`src/rtl/chip8_mem_pkg.sv`:
```
// Shared definitions for the CHIP-8 memory arbiter: default widths, burst limit
// and the arbiter FSM state type.
package chip8_mem_pkg;

    localparam int DEF_ADDR_W  = 12;
    localparam int DEF_DATA_W  = 8;
    localparam int MAX_BURST   = 16;
    localparam int BURST_CNT_W = $clog2(MAX_BURST);

    typedef enum logic [1:0] {
        ST_IDLE      = 2'd0,
        ST_CPU_ACC   = 2'd1,
        ST_GPU_BURST = 2'd2
    } arb_state_t;

    // Remaining-beats count loaded at burst start; len 0 encodes MAX_BURST and
    // wraps naturally to MAX_BURST-1.
    function automatic logic [BURST_CNT_W-1:0] burst_last(input logic [BURST_CNT_W-1:0] len);
        return len - BURST_CNT_W'(1);
    endfunction

endpackage

```
`src/rtl/chip8_mem_arbiter.sv`:
```
// Single-port memory arbiter between CPU byte accesses and GPU sprite-fetch
// read bursts, round-robin on ties, synchronous 1-cycle-latency memory.
//
// state        | meaning
// -------------+-----------------------------------------------------------
// ST_IDLE      | no access in flight; requests sampled and arbitrated here
// ST_CPU_ACC   | single CPU read/write strobe on the memory port
// ST_GPU_BURST | GPU burst, one read beat per cycle until count hits zero
module chip8_mem_arbiter
    import chip8_mem_pkg::*;
#(
    parameter int ADDR_W = DEF_ADDR_W,
    parameter int DATA_W = DEF_DATA_W
) (
    input  logic                   clk,
    input  logic                   rst_n,

    input  logic                   cpu_req,
    input  logic                   cpu_we,
    input  logic [ADDR_W-1:0]      cpu_addr,
    input  logic [DATA_W-1:0]      cpu_wdata,
    output logic                   cpu_gnt,
    output logic                   cpu_rvalid,
    output logic [DATA_W-1:0]      cpu_rdata,

    input  logic                   gpu_req,
    input  logic [ADDR_W-1:0]      gpu_addr,
    input  logic [BURST_CNT_W-1:0] gpu_len,
    output logic                   gpu_gnt,
    output logic                   gpu_rvalid,
    output logic [DATA_W-1:0]      gpu_rdata,
    output logic                   gpu_done,

    output logic                   mem_en,
    output logic                   mem_we,
    output logic [ADDR_W-1:0]      mem_addr,
    output logic [DATA_W-1:0]      mem_wdata,
    input  logic [DATA_W-1:0]      mem_rdata
);

    arb_state_t             state_q, state_d;
    logic                   last_gpu_q, last_gpu_d;
    logic [BURST_CNT_W-1:0] cnt_q, cnt_d;
    logic                   mem_en_q, mem_en_d;
    logic                   mem_we_q, mem_we_d;
    logic [ADDR_W-1:0]      mem_addr_q, mem_addr_d;
    logic [DATA_W-1:0]      mem_wdata_q, mem_wdata_d;
    logic                   cpu_gnt_q, cpu_gnt_d;
    logic                   gpu_gnt_q, gpu_gnt_d;
    logic                   cpu_rvalid_q, cpu_rvalid_d;
    logic                   gpu_rvalid_q, gpu_rvalid_d;
    logic                   gpu_done_q, gpu_done_d;
    logic                   cpu_win;

    always_comb begin
        state_d      = state_q;
        last_gpu_d   = last_gpu_q;
        cnt_d        = cnt_q;
        mem_en_d     = 1'b0;
        mem_we_d     = 1'b0;
        mem_addr_d   = mem_addr_q;
        mem_wdata_d  = mem_wdata_q;
        cpu_gnt_d    = 1'b0;
        gpu_gnt_d    = 1'b0;
        cpu_win      = 1'b0;
        // Read data returns the cycle after the strobe, so valids trail the access.
        cpu_rvalid_d = (state_q == ST_CPU_ACC) && !mem_we_q;
        gpu_rvalid_d = (state_q == ST_GPU_BURST);
        gpu_done_d   = (state_q == ST_GPU_BURST) && (cnt_q == '0);

        case (state_q)
            ST_IDLE: begin
                cpu_win = cpu_req && (!gpu_req || last_gpu_q);
                if (cpu_win) begin
                    state_d     = ST_CPU_ACC;
                    last_gpu_d  = 1'b0;
                    mem_en_d    = 1'b1;
                    mem_we_d    = cpu_we;
                    mem_addr_d  = cpu_addr;
                    mem_wdata_d = cpu_wdata;
                    cpu_gnt_d   = 1'b1;
                end else if (gpu_req) begin
                    state_d    = ST_GPU_BURST;
                    last_gpu_d = 1'b1;
                    cnt_d      = burst_last(gpu_len);
                    mem_en_d   = 1'b1;
                    mem_addr_d = gpu_addr;
                    gpu_gnt_d  = 1'b1;
                end
            end
            ST_CPU_ACC: begin
                state_d = ST_IDLE;
            end
            ST_GPU_BURST: begin
                if (cnt_q != '0) begin
                    cnt_d      = cnt_q - BURST_CNT_W'(1);
                    mem_en_d   = 1'b1;
                    mem_addr_d = mem_addr_q + ADDR_W'(1);
                end else begin
                    state_d = ST_IDLE;
                end
            end
            default: begin
                state_d = ST_IDLE;
            end
        endcase
    end

    always_ff @(posedge clk or negedge rst_n) begin
        if (!rst_n) begin
            state_q      <= ST_IDLE;
            last_gpu_q   <= 1'b1;
            cnt_q        <= '0;
            mem_en_q     <= 1'b0;
            mem_we_q     <= 1'b0;
            mem_addr_q   <= '0;
            mem_wdata_q  <= '0;
            cpu_gnt_q    <= 1'b0;
            gpu_gnt_q    <= 1'b0;
            cpu_rvalid_q <= 1'b0;
            gpu_rvalid_q <= 1'b0;
            gpu_done_q   <= 1'b0;
        end else begin
            state_q      <= state_d;
            last_gpu_q   <= last_gpu_d;
            cnt_q        <= cnt_d;
            mem_en_q     <= mem_en_d;
            mem_we_q     <= mem_we_d;
            mem_addr_q   <= mem_addr_d;
            mem_wdata_q  <= mem_wdata_d;
            cpu_gnt_q    <= cpu_gnt_d;
            gpu_gnt_q    <= gpu_gnt_d;
            cpu_rvalid_q <= cpu_rvalid_d;
            gpu_rvalid_q <= gpu_rvalid_d;
            gpu_done_q   <= gpu_done_d;
        end
    end

    assign mem_en     = mem_en_q;
    assign mem_we     = mem_we_q;
    assign mem_addr   = mem_addr_q;
    assign mem_wdata  = mem_wdata_q;
    assign cpu_gnt    = cpu_gnt_q;
    assign gpu_gnt    = gpu_gnt_q;
    assign cpu_rvalid = cpu_rvalid_q;
    assign gpu_rvalid = gpu_rvalid_q;
    assign gpu_done   = gpu_done_q;
    assign cpu_rdata  = mem_rdata;
    assign gpu_rdata  = mem_rdata;

endmodule

```
`config.mk`:
```
export PLATFORM = sky130hd
export DESIGN_NAME = chip8_mem_arbiter
export DESIGN_NICKNAME = d
export VERILOG_FILES = /design/src/rtl/chip8_mem_pkg.sv /design/src/rtl/chip8_mem_arbiter.sv
export SDC_FILE = /design/constraint.sdc
export NUM_CORES = 1
export LEC_CHECK = 0
export CAP_MARGIN = 5
export CORE_UTILIZATION = 44
export CTS_CLUSTER_DIAMETER = 200
export CTS_CLUSTER_SIZE = 10
export DETAILED_ROUTE_END_ITERATION = 10
export PLACE_DENSITY_LB_ADDON = 0.05
export REMOVE_ABC_BUFFERS = 1
export SYNTH_ARGS = -nofsm -noshare
export SYNTH_HDL_FRONTEND = slang
export SYNTH_SLANG_ARGS = --single-unit
export TNS_END_PERCENT = 50
```
`constraint.sdc`:
```
create_clock -name clk -period 3.7 [get_ports clk]
set_input_delay 0.74 -clock clk [delete_from_list [all_inputs] [get_ports clk]]
set_output_delay 0.74 -clock clk [all_outputs]
set_load 0.05 [all_outputs]
```
==> key figures, run 1 <==
Synthesis
  – Unique masters post-synth: 41
  – Post-synth top flop: dfrtp_1
  – Synth top cells by count: dfrtp_1, buf_4, a21oi_1, mux2_2
  – Synthesized area per cell: 10.1 sq um
  – Ys async rst share: 100%
  – Leading area contributor after synthesis: dfrtp_1
  – Main area contributors after synthesis: dfrtp_1, mux2_2, buf_4
  – EDFF count, synth: 0
  – Cell with the most instances after synthesis: dfrtp_1
  – Yosys warning count: 0
  – Yosys top cell area share: 43.2%
  – Sequential area share after synthesis: 44.6%
  – Cell count after synthesis: 190
  – Synthesized flop and latch total: 34
  – Mapped Area: 0.00191 sq mm

Worst hold path
  – HP Start: mem_we
  – Min-delay worst type: reg2reg
  – Hold path depth: 1
  – WHS Endpoint: cpu_rvalid

Critical path
  – Crit end category: flip-flop
  – WP buf/inv: 2
  – R2R setup slack: 1100 ps
  – Crit path cell chain: nand2b_1, inv_2, mux2i_1, ha_1, inv_1, a211oi_1, mux2i_1, o21ai_0
  – Max FO, Critical Path: 26
  – Startpoint Class: flip-flop
  – Reg2reg end: cnt_q[2]
  – Reg2Reg Depth: 8
  – Worst path max stage delay: 570 ps
  – Worst r2r src: state_q[1]
  – Crit path DAT: 2800 ps
  – Worst path slowest cell: inv_2
  – Worst Path Required: 3900 ps
  – Cell family with most CP delay: buffers and inverters
  – Crit-path most repeated cell: mux2i_1
  – Crit Path Class: reg2reg

Drt
  – Final WL: 4590 um
  – DRT antenna net count: 0
  – Drt pass-1 iters: 4
  – WL/cell: 15.8 um
  – DR vias/cell: 5.86
  – Starting DRC count in detailed routing: 135
  – DRC: 0
  – Via Count: 1705

Global routing
  – First-pass GRT wire length: 7470 um
  – Largest net degree at the start of global routing: 35
  – GRT Util Overall: 22.0%
  – Initial antenna violation count: 0
  – Grt total ovfl: 0
  – Vias in the first global route: 1644

Placed design
  – HPWL reported at the end of detailed placement: 3220 um
  – Port Buffers: 67
  – Placed Instance Area: 0.00246 sq mm
  – Gp weighted congestion: 0.824

Clocking
  – Post-CTS resize count: 0
  – Clock Path Buffers: 2
  – CTS root buf: clkbuf_8
  – Hold_buf cts: 0
  – Clock Sinks: 34
  – Reg clk slew, reported paths: 70 ps
  – Clk_lat worst skew: 280 ps
  – Post-CTS setup buffers: 0
  – Total CTS buffers: 5
  – H-tree depth: 2
  – CTS tree: built

Timing
  – Max Slew Vio Count: 0
  – Final setup fails: 0
  – Setup TNS: 0 ps
  – Min Tclk post-route: 2600 ps
  – Slew headroom: 39.5%
  – Slew at the pin closest to its max-slew limit: 908 ps
  – Fmax: 385 MHz
  – Tcrit/Tclk final: 70.3%
  – Final Hold Viols: 0
  – Clk_skew: 1.65 ps
  – RSZ-0062 raised after global routing: no

Finish
  – Layout cell share with drive strength beyond 1: 12.4%
  – # fillers: 351
  – Footprint of the multi-input gates: 857 sq um
  – Design Area, Final: 0.00257 sq mm
  – Register area: 852 sq um
  – Layout Nets: 291
  – Layout area overhead: 34.6%
  – Ant diodes: 0

Power
  – PD cells: 978 mW/mm^2
  – Leakage power: 1.04 nW
  – Worst VDD drop: 0.658 mV

Floorplanning
  – I/O pins: 92
  – Die height: 67.9 um
  – Die area: 0.00461 sq mm
  – Initial Utilization: 46.8%
  – Core Region: 0.00409 sq mm
  – Die width: 67.9 um
  – Core Rows: 23

Run
  – Maxcap violations: 0

Run status
  – Status: finished clean
==> cell type report <==
class                           instances  share of cell area [%]
Multi-Input combinational cell        127                    33.3
Sequential cell                        34                    33.1
Timing Repair Buffer                   68                    26.3
Clock buffer                            5                    2.67
Tap cell                               50                    2.43
Clock inverter                          3                    1.56
Inverter                                4                   0.583
==> worst register-to-register path: cells and delay by family, from the launching register on <==
kind / cells / cell delay, ps
AO/OA/AOI/OAI: 2 / 260
adder cells (fa/ha/maj): 1 / 180
buffers and inverters: 2 / 630
flip-flops: 1 / 540
multiplexers: 2 / 340
AND/OR/NAND/NOR: 1 / 560
==> power breakdown <==
part | switching, mW | total, mW | internal (mW)
Clock | 0.134 | 0.332 | 0.198
Combinational | 0.905 | 1.45 | 0.542
Sequential | 0.188 | 0.739 | 0.551
Total | 1.23 | 2.52 | 1.29
==> worst max-delay path by stage <==
| stage | start | endpoint | slack [ps] | cells after the start |
|---|---|---|---|---|
| 4_1_cts | state_q[1] | cnt_q[2] | 1130 | 8 |
| 3_5_place_dp | cpu_req | mem_addr[1] | 1060 | 7 |
| 2_1_floorplan | state_q[0] | cnt_q[2] | 1640 | 8 |
| 3_3_place_gp | cpu_req | mem_addr[1] | 1110 | 7 |
| 6_report | state_q[1] | cnt_q[2] | 1100 | 8 |
| 5_1_grt | state_q[1] | cnt_q[2] | 810 | 8 |
==> per-layer routing <==
metal | vias up | track usage (%) | wire length [um]
li1 | 784 | - | -
met1 | 817 | 26.7 | 1980
met2 | 94 | 35.8 | 2150
met3 | 10 | 8.17 | 392
met4 | 0 | 8.07 | 68
met5 | - | 0 | 0
==> state kept, by name, indices dropped and copies added, names as in the netlist <==
name,flops
mem_addr,12
state_q,2
cnt_q,4
last_gpu_q,1
mem_en,1
gpu_gnt,1
gpu_done,1
cpu_gnt,1
mem_wdata,8
mem_we,1
gpu_rvalid,1
cpu_rvalid,1
==> layout by cell type (no fill, tap or decap), types with 4 or more instances in the layout <==
| cell | count |
|---|---|
| a21oi_1 | 16 |
| clkdlybuf4s50_1 | 67 |
| mux2_2 | 13 |
| nand2_1 | 11 |
| nor2_1 | 11 |
| nand4_1 | 5 |
| nand3_1 | 11 |
| clkbuf_8 | 5 |
| mux2i_1 | 5 |
| dfrtp_1 | 33 |
| o21ai_0 | 10 |
| a31oi_1 | 5 |
| nor3_1 | 4 |
| a211oi_1 | 5 |
==> per-stage QoR <==
step | hold slack [ps] | util, % | worst slack [ps] | cells | power [mW]
final | 434 | 63.0 | 1100 | 291 | 2.52
after global routing | 451 | 63.0 | 807 | 291 | 2.69
after CTS | 433 | 63.0 | 1130 | 291 | 2.53
after detailed placement | 424 | 60.3 | 1060 | 283 | 2.18
after global placement | 417 | 60.3 | 1110 | 283 | 2.15
after floorplan | 444 | - | 1640 | 165 | 1.71
==> cells by family (layout without fill, tap and decap cells) <==
kind of cell	Yosys count	count (layout)	share of synthesized area, %
buf+inv	29	80	10.6
compound gates	51	51	16.6
fa+ha+maj	2	2	1.31
mux	18	18	10.3
flops	34	34	44.6
simple gates	56	56	16.6
Note: power is estimated with default switching activity, not from simulation.
==> run 2, diff against run 1 <==
--- a/config.mk
+++ b/config.mk
@@ -6,7 +6,7 @@
 export NUM_CORES = 1
 export LEC_CHECK = 0
 export CAP_MARGIN = 5
-export CORE_UTILIZATION = 44
+export CORE_UTILIZATION = 37
 export CTS_CLUSTER_DIAMETER = 200
 export CTS_CLUSTER_SIZE = 10
 export DETAILED_ROUTE_END_ITERATION = 10
==> constraint.sdc (replaced) <==
create_clock -name clk -period 2.1 [get_ports clk]
set_input_delay 0.42 -clock clk [delete_from_list [all_inputs] [get_ports clk]]
set_output_delay 0.42 -clock clk [all_outputs]
set_load 0.05 [all_outputs]
==> run 2 against run 1 <==
  * Largest cell class unchanged
  * Largest power group unchanged
  * Via count fell by 0.82%
  * Global-route usage fell by 4.0 points
  * Cell area rose by 5.0%
  * Non-clock buffer count rose by 13
  * Clock-buffer cell count rose by 1
==> key figures, run 2 (synthesis gave the netlist of run 1 again) <==
Timing
  – RSZ-0062 raised after global routing: no
  – Setup TNS: 0 ps
  – Clk_skew: 3.05 ps
  – Final setup fails: 0
  – Slew headroom: 65.6%
  – Slew at the pin closest to its max-slew limit: 515 ps
  – Min Hold Slack: 433 ps
  – Max Slew Vio Count: 0
  – Tcrit/Tclk final: 96.9%
  – Final Hold Viols: 0
  – Min Tclk post-route: 2030 ps
  – Fmax: 492 MHz

Clocking
  – Clock Path Buffers: 2
  – Clock Sinks: 34
  – Hold_buf cts: 0
  – Total CTS buffers: 5
  – Clk_lat worst skew: 280 ps
  – Reg clk slew, reported paths: 70 ps
  – H-tree depth: 2
  – CTS tree: built
  – Post-CTS resize count: 0
  – Post-CTS setup buffers: 0
  – CTS root buf: clkbuf_8

Finish
  – Commonest non-fill, non-tap cell in the layout: clkdlybuf4s50_1
  – Ant diodes: 0
  – Layout Nets: 304
  – Layout cell share with drive strength beyond 1: 17.3%
  – Layout area overhead: 41.3%
  – Max FFs per register: 12
  – Most frequent cells in the layout: clkdlybuf4s50_1, dfrtp_1, a21oi_1, mux2_2, buf_4
  – # fillers: 431

Critical path
  – Worst path max stage delay: 850 ps
  – Worst Setup SP: mem_addr[5]
  – Startpoint Class: flip-flop
  – Cell family with most CP delay: buffers and inverters
  – Setup crit end: mem_addr[5]
  – Reg2reg end: cnt_q[2]
  – Reg2Reg Depth: 8
  – Worst path slowest cell: clkdlybuf4s50_1
  – Crit path cell chain: clkdlybuf4s50_1
  – Max FO, Critical Path: 6
  – Crit end category: primary output
  – Worst r2r src: state_q[0]
  – WP buf/inv: 1
  – Crit path DAT: 1610 ps
  – R2R setup slack: 220 ps
  – Worst path depth: 1
  – Worst Path Required: 1680 ps
  – Crit Path Class: reg2out

Global routing
  – GRT Util Overall: 18.0%
  – First-pass GRT wire length: 7440 um
  – Largest net degree at the start of global routing: 35
  – Grt total ovfl: 0
  – Vias in the first global route: 1550
  – Initial antenna violation count: 0

Drt
  – Drt pass-1 iters: 4
  – WL/cell: 14.9 um
  – DRT antenna net count: 0
  – Via Count: 1691
  – Final WL: 4770 um
  – Starting DRC count in detailed routing: 100
  – DRC: 0
  – DR vias/cell: 5.27

Floorplanning
  – Die width: 73.9 um
  – Initial Utilization: 39.4%
  – I/O pins: 92
  – Core Region: 0.00485 sq mm
  – Core Rows: 25
  – Die area: 0.00546 sq mm
  – Die height: 73.9 um

Worst hold path
  – HP Start: mem_we
  – Min-delay worst type: reg2reg

Placed design
  – HPWL reported at the end of detailed placement: 3510 um
  – Gp weighted congestion: 0.876
  – Port Buffers: 67

Power
  – Worst VDD drop: 0.842 mV
  – PD cells: 1680 mW/mm^2
  – Leakage power: 1.11 nW

Run
  – Maxcap violations: 0

Run status
  – Status: finished clean
==> run 2: cell types whose count changed in the layout (fill, tap and decap cells not counted), sizes merged <==
cell           previous run  this run
clkinv                    2         1
bufinv                    1         0
clkdlybuf4s50            67        66
buf                       1        15
clkbuf                    5         6
clkinvlp                  0         1
==> run 2: final cells by class <==
type,count,area (sq um),share of cell area (%)
flip-flops and latches,34,852,31.5
multi-input cells,127,857,31.7
inverters,4,15.0,0.556
clock inverters,2,12.5,0.463
well taps,67,83.8,3.10
repair buffers,81,798,29.6
clock buffers,6,82.6,3.06
==> run 2: where the power goes <==
group | switching [mW] | total, mW | internal [mW]
sequential | 0.293 | 1.26 | 0.970
clock | 0.242 | 0.506 | 0.264
combinational | 1.66 | 2.77 | 1.10
==> run 2: routing by layer <==
| layer | wire length (um) | GRT usage, % | share of wire [%] | vias to the layer above |
|---|---|---|---|---|
| met5 | 0 | 0 | 0 | - |
| met4 | 25 | 6.20 | 0.52 | 0 |
| met3 | 430 | 6.17 | 9.0 | 2 |
| met2 | 2260 | 27.6 | 47 | 83 |
| met1 | 2060 | 23.6 | 43 | 794 |
| li1 | - | - | - | 812 |
==> run 2: stage by stage <==
stage | util, % | instance area (sq um) | power (mW) | std cells | setup WS (ps)
floorplan | - | 1720 | 3.01 | 165 | 35.2
global placement | 53.8 | 2610 | 3.98 | 313 | 61.1
detailed placement | 53.8 | 2610 | 4.04 | 313 | 57.6
CTS | 55.7 | 2700 | 4.56 | 321 | 54.0
global route | 55.7 | 2700 | 4.82 | 321 | 21.2
finish | 55.7 | 2700 | 4.54 | 321 | 66.1
==> run 2: worst min-delay path by stage <==
stage,to,cells past startpoint
final,cpu_rvalid,1
after global routing,cpu_rvalid,1
after CTS,cpu_rvalid,1
after detailed placement,cpu_rvalid,1
after global placement,cpu_rvalid,1
after floorplan,cnt_q[0],0
